**src/rtl/conv_out_collector_if.sv**
```systemverilog
// conv_out_collector_if: column input stream and row-major pixel output stream of the collector
interface conv_out_collector_if #(
  parameter int DATA_WIDTH = 16,
  parameter int CONV_OUTPUT = 32,
  parameter int OUT_DIM = 10
);
  localparam int RW = $clog2(OUT_DIM);
  logic col_valid;
  logic col_ready;
  logic [OUT_DIM-1:0][CONV_OUTPUT-1:0] col_data;
  logic pix_valid;
  logic pix_ready;
  logic pix_last;
  logic signed [DATA_WIDTH-1:0] pix_data;
  logic [RW-1:0] pix_row;
  logic [RW-1:0] pix_col;
  modport master (
    output col_valid, col_data, pix_ready,
    input col_ready, pix_valid, pix_data, pix_row, pix_col, pix_last
  );
  modport slave (
    input col_valid, col_data, pix_ready,
    output col_ready, pix_valid, pix_data, pix_row, pix_col, pix_last
  );
endinterface

```
**src/rtl/conv_out_collector.sv**
```systemverilog
// conv_out_collector: captures conv column beats into a feature map and drains it as a row-major pixel stream
module conv_out_collector #(
  parameter int DATA_WIDTH = 16,
  parameter int CONV_OUTPUT = 32,
  parameter int IMAGE_SIZE = 12,
  parameter int KERNEL_SIZE = 3,
  parameter int SHIFT = 0,
  parameter int RELU_EN = 1
) (
  input logic clk,
  input logic rst,
  input logic start,
  conv_out_collector_if.slave bus,
  output logic busy,
  output logic done
);
  localparam int OUT_DIM = IMAGE_SIZE - KERNEL_SIZE + 1;
  localparam int CW = $clog2(OUT_DIM);
  localparam logic [CW-1:0] LAST = CW'(OUT_DIM - 1);
  localparam logic signed [CONV_OUTPUT-1:0] MAX_V = {{(CONV_OUTPUT-DATA_WIDTH+1){1'b0}}, {(DATA_WIDTH-1){1'b1}}};
  localparam logic signed [CONV_OUTPUT-1:0] MIN_V = {{(CONV_OUTPUT-DATA_WIDTH+1){1'b1}}, {(DATA_WIDTH-1){1'b0}}};
  typedef enum logic [1:0] {IDLE, COLLECT, DRAIN, DONE} state_t;
  state_t state, state_nx;
  logic [CW-1:0] col_cnt, row_cnt;
  logic [DATA_WIDTH-1:0] fmap [OUT_DIM][OUT_DIM];
  logic col_acc, pix_acc, col_end, row_end;
  function automatic logic [DATA_WIDTH-1:0] post(input logic signed [CONV_OUTPUT-1:0] x);
    logic signed [CONV_OUTPUT-1:0] v;
    v = x >>> SHIFT;
    v = (RELU_EN != 0 && v[CONV_OUTPUT-1]) ? '0 : v;
    v = v > MAX_V ? MAX_V : v < MIN_V ? MIN_V : v;
    return v[DATA_WIDTH-1:0];
  endfunction
  // col_cnt addresses the capture column in COLLECT and the output column in DRAIN
  always_ff @(posedge clk) begin
    if (rst) begin
      state <= IDLE;
      col_cnt <= '0;
      row_cnt <= '0;
    end else begin
      state <= state_nx;
      col_cnt <= state == IDLE ? '0 : (col_acc || pix_acc) ? (col_end ? '0 : col_cnt + 1'b1) : col_cnt;
      row_cnt <= state == IDLE ? '0 : (pix_acc && col_end) ? (row_end ? '0 : row_cnt + 1'b1) : row_cnt;
    end
  end
  always_ff @(posedge clk) begin
    if (col_acc) for (int i = 0; i < OUT_DIM; i++) fmap[i][col_cnt] <= post(bus.col_data[i]);
  end
  always_comb begin
    state_nx = state == IDLE    ? (start ? COLLECT : IDLE) :
               state == COLLECT ? (col_acc && col_end ? DRAIN : COLLECT) :
               state == DRAIN   ? (pix_acc && col_end && row_end ? DONE : DRAIN) : IDLE;
  end
  always_comb begin
    bus.col_ready = state == COLLECT;
    bus.pix_valid = state == DRAIN;
    col_acc = bus.col_ready && bus.col_valid;
    pix_acc = bus.pix_valid && bus.pix_ready;
    col_end = col_cnt == LAST;
    row_end = row_cnt == LAST;
    bus.pix_last = bus.pix_valid && col_end && row_end;
    bus.pix_data = bus.pix_valid ? fmap[row_cnt][col_cnt] : '0;
    bus.pix_row = bus.pix_valid ? row_cnt : '0;
    bus.pix_col = bus.pix_valid ? col_cnt : '0;
    busy = state == COLLECT || state == DRAIN;
    done = state == DONE;
  end
endmodule

```
**src/flat_wrapper.sv**
```systemverilog
// flat-port wrapper written by rule: the top's interface ports become plain ports
module conv_out_collector_flat 
#(
  parameter int DATA_WIDTH = 16,
  parameter int CONV_OUTPUT = 32,
  parameter int IMAGE_SIZE = 12,
  parameter int KERNEL_SIZE = 3,
  parameter int SHIFT = 0,
  parameter int RELU_EN = 1
)
  (clk, rst, start, busy, done, bus_col_valid, bus_col_data, bus_pix_ready, bus_col_ready, bus_pix_valid, bus_pix_data, bus_pix_row, bus_pix_col, bus_pix_last);
  conv_out_collector_if #(.DATA_WIDTH(DATA_WIDTH), .CONV_OUTPUT(CONV_OUTPUT)) bus_i ();
  input logic clk;
  input logic rst;
  input logic start;
  output logic busy;
  output logic done;
  input wire logic [$bits(bus_i.col_valid)-1:0] bus_col_valid;
  input wire logic [$bits(bus_i.col_data)-1:0] bus_col_data;
  input wire logic [$bits(bus_i.pix_ready)-1:0] bus_pix_ready;
  output wire logic [$bits(bus_i.col_ready)-1:0] bus_col_ready;
  output wire logic [$bits(bus_i.pix_valid)-1:0] bus_pix_valid;
  output wire logic [$bits(bus_i.pix_data)-1:0] bus_pix_data;
  output wire logic [$bits(bus_i.pix_row)-1:0] bus_pix_row;
  output wire logic [$bits(bus_i.pix_col)-1:0] bus_pix_col;
  output wire logic [$bits(bus_i.pix_last)-1:0] bus_pix_last;
  assign bus_i.col_valid = bus_col_valid;
  assign bus_i.col_data = bus_col_data;
  assign bus_i.pix_ready = bus_pix_ready;
  assign bus_col_ready = bus_i.col_ready;
  assign bus_pix_valid = bus_i.pix_valid;
  assign bus_pix_data = bus_i.pix_data;
  assign bus_pix_row = bus_i.pix_row;
  assign bus_pix_col = bus_i.pix_col;
  assign bus_pix_last = bus_i.pix_last;
  conv_out_collector #(.DATA_WIDTH(DATA_WIDTH), .CONV_OUTPUT(CONV_OUTPUT), .IMAGE_SIZE(IMAGE_SIZE), .KERNEL_SIZE(KERNEL_SIZE), .SHIFT(SHIFT), .RELU_EN(RELU_EN)) u_core (.clk(clk), .rst(rst), .start(start), .bus(bus_i), .busy(busy), .done(done));
endmodule
```
**config.mk**
```make
export PLATFORM = sky130hd
export DESIGN_NAME = conv_out_collector_flat
export DESIGN_NICKNAME = d
export VERILOG_FILES = /design/src/rtl/conv_out_collector_if.sv /design/src/rtl/conv_out_collector.sv /design/src/flat_wrapper.sv
export SDC_FILE = /design/constraint.sdc
export NUM_CORES = 2
export LEC_CHECK = 0
export ABC_AREA = 1
export BUFFER_PORTS_ARGS = -buffer_cell sky130_fd_sc_hd__buf_2
export CORE_UTILIZATION = 26
export CTS_CLUSTER_SIZE = 10
export DETAILED_ROUTE_END_ITERATION = 10
export PLACE_DENSITY = 0.48
export SYNTH_ARGS = -nofsm -noshare
export SYNTH_HDL_FRONTEND = slang
export SYNTH_SLANG_ARGS = --single-unit
export TNS_END_PERCENT = 20
```
**constraint.sdc**
```tcl
create_clock -name clk -period 19 [get_ports clk]
set_input_delay 2.85 -clock clk [delete_from_list [all_inputs] [get_ports clk]]
set_output_delay 2.85 -clock clk [all_outputs]
set_load 0.02 [all_outputs]
```
==> results_dict.tcl <==
set metrics [dict create \
    grt_max_degree 180 \
    cell_internal_pwr_mw 5.758 \
    fin_skew_ns 0.03321 \
    drcViolationCount 0 \
    relSlewSlack_pct 14.36 \
    dpl.hpwl_um 127100 \
    holdBufCountCts 0 \
    reg2reg_depth 7 \
    hold_start "u_core.row_cnt[2]" \
    synthTopCellsByArea "edfxtp_1, nand2_1, nand3_1, nor2_1, inv_1" \
    cp-start-kind "flop" \
    instances_no_fill 9781 \
    crit_type "reg2out" \
    p_comb_share_pct 2.9 \
    initial_core_util_pct 26.20 \
    p_total_mw 7.312 \
    slew_violations 0 \
    cts_sinks 1614 \
    gr-total-overflow 0 \
    peakVddDrop_mv 0.09374 \
    max_cap_violations 0 \
    min_period_ns 9.290 \
    area_delta_synth_final_pct 17.06 \
    syn_avg_cell_area_um2 11.28 \
    syn_inst 5913 \
    synthesis.area_um2 66720 \
    wl_per_cell_um 22.06 \
    synth_ff_type "edfxtp_1" \
    p_seq_share_pct 53.8 \
    grt_pass1_vias 43490 \
    track_usage_pct 16.41 \
    min_delay_path_depth 2 \
    nNetsFinal 6684 \
    clockBufferDepth 3 \
    ant_nets 0 \
    finalWirelength_um 215800 \
    status "completed" \
    cts.clk_slew.worst_paths_ns 0.06 \
    setup_viol 0 \
    critPathArrivalTime_ns 6.44 \
    first_pass_iters 5 \
    drive_gt1_share_pct 11.54 \
    via_count 45260 \
    clkPwrFrac_pct 43.3 \
    final_util_pct 30.68 \
    vias_per_cell 4.627 \
    timing.fmax_mhz 107.6 \
    p_leak_nw 28.33 \
    p_per_area_nw_per_um2 93.62 \
    cts_tree "done" \
    ys_warn_count 0 \
    fp.dieH_um 508.6 \
    placed_area_um2 72950 \
    antenna_found_initial 12 \
    required_ns 16.15 \
    finalHoldViolations 0 \
    clk_latency_ns 0.82 \
    place_inst 9532 \
    reg2reg_to "u_core.fmap[6][55]" \
    rrSetupSlack_ns 14.39 \
    synth_largest_area_cell "edfxtp_1" \
    core_um2 254600 \
    cts_resized 0 \
    ys_ff_latch 1614 \
    synth_edf_count 1600 \
    p_sw_share_pct 21.25 \
    tightest_slew_ns 1.276 \
    yosysSeqAreaShare_pct 72.43 \
    hold_class "reg2reg" \
    synth_top_cell_area_share_pct 72.01 \
    rows 185 \
    io_pins 354 \
    first_iter_violations 3678 \
    synth-async-reset-ratio_pct 0 \
    cts_buffers 184 \
    fin_crit_sh_pct 48.90 \
    yosysUniqueCellTypes 32 \
    gp_congestion 0.7853 \
    dieWidth_um 508.6 \
    cts_setup_buffers 0 \
    grt_pass1_wl_um 310600 \
    dieArea_um2 258600 \
    cts_root_buf "clkbuf_16" \
    final_area_um2 78100 \
    rr_startpoint "u_core.col_cnt[1]" \
    io_buffers 353 \
    fillers 25900 \
    critPathMaxFanout 115 \
    endpoint_kind "output port" \
    htree_levels 4 \
    rsz0062_at_grt "false" \
    switchingPower_mw 1.554 \
    fin_setup_tns_ns 0 \
]
power groups by stage:
stage	Clock, mW	Sequential [mW]	Combinational (mW)
after floorplan	0	4.01	0.0730
after global placement	0	4.01	0.213
after detailed placement	0	4.01	0.214
after CTS	3.23	3.94	0.215
after global routing	3.35	3.94	0.230
final	3.17	3.94	0.209
flip-flops by register name, summed over array words and instances, names as in the netlist, named ones only:
name,count
u_core.row_cnt,4
u_core.col_cnt,4
u_core.state,2
u_core.fmap,1600
layer usage:
layer	vias up	wire [µm]	track usage (%)
li1	21120	-	-
met1	22490	97540	22.64
met2	1396	102400	27.09
met3	251	10660	2.019
met4	4	5115	4.412
met5	-	22	0
critical path, cell delays in order, from the launching register on:
cell     delay (ns)
dfxtp_4        0.52
inv_8          0.49
buf_4          0.85
buf_4          0.88
buf_4          0.70
nand2_1        0.13
nand3_1        0.10
nand2_1        0.06
a21oi_1        0.16
nor2_1         0.06
nand2_1        0.07
nand2_1        0.05
nand2_1        0.07
nand2_1        0.05
a21oi_1        0.73
buf_2          0.31
cell type report:
class                           count  area [µm²]  area share, %
Timing Repair Buffer              500        2965          3.797
Clock inverter                     26       399.1         0.5110
Multi-Input combinational cell   3737       16250          20.80
Inverter                          318        1212          1.552
Clock buffer                      216        4725          6.049
Antenna cell                        4       10.01        0.01282
Tap cell                         3366        4212          5.392
Sequential cell                  1614       48340          61.89
cell usage after synthesis, drive strengths merged (4+ instances only):
cell / instances
nand2: 1868
a21oi: 107
a31oi: 6
nand3: 993
nor4: 23
o31ai: 16
inv: 317
o211ai: 23
clkbuf: 171
nor2: 349
nor3: 23
dfxtp: 14
ha: 4
buf: 172
o21ai: 198
edfxtp: 1600
mux2i: 16
cell families after synthesis:
group	count (synthesis)	share of synthesized area, %
fa+ha+maj	4	0.07501
simple gates	3260	20.39
compound gates	357	2.871
flops	1614	72.43
other cells	1	0.005620
mux	16	0.2400
buf+inv	661	3.983
worst max path at each step:
| stage | start | to | slack [ns] | cells after the start |
|---|---|---|---|---|
| after floorplan | bus_col_valid | u_core.fmap[0][16] | 4.33 | 2 |
| after global routing | flop | bus_pix_data[7] | 9.36 | 15 |
| after CTS | flop | bus_pix_data[7] | 9.66 | 15 |
| after global placement | flop | bus_pix_data[7] | 10.62 | 15 |
| after detailed placement | flop | bus_pix_data[7] | 10.58 | 15 |
| final | flop | bus_pix_data[7] | 9.71 | 15 |
per-stage QoR:
| step | worst slack, ns | hold slack [ns] |
|---|---|---|
| detailed placement | 10.58 | 0.5366 |
| global placement | 10.62 | 0.5354 |
| floorplan | 4.326 | 0.5015 |
| global route | 9.359 | 0.5877 |
| finish | 9.710 | 0.5441 |
| CTS | 9.656 | 0.5519 |
layout by cell type (no fill, tap or decap), types with 14 or more instances in the layout:
cell / synthesis / final
nor4_1: 23 / 23
clkbuf_1: 171 / 32
conb_1: 1 / 100
clkbuf_16: 0 / 184
edfxtp_1: 1600 / 1600
o21ai_1: 21 / 45
nor2_1: 346 / 332
a21oi_1: 107 / 107
buf_2: 114 / 355
inv_1: 310 / 308
nand3_1: 993 / 993
mux2i_1: 16 / 16
nor3_1: 23 / 18
o211ai_1: 23 / 23
o31ai_1: 16 / 16
nand2_1: 1868 / 1868
nor2_4: 3 / 14
o21ai_0: 177 / 153
buf_4: 7 / 136
Note: power is estimated with default switching activity, not from simulation.
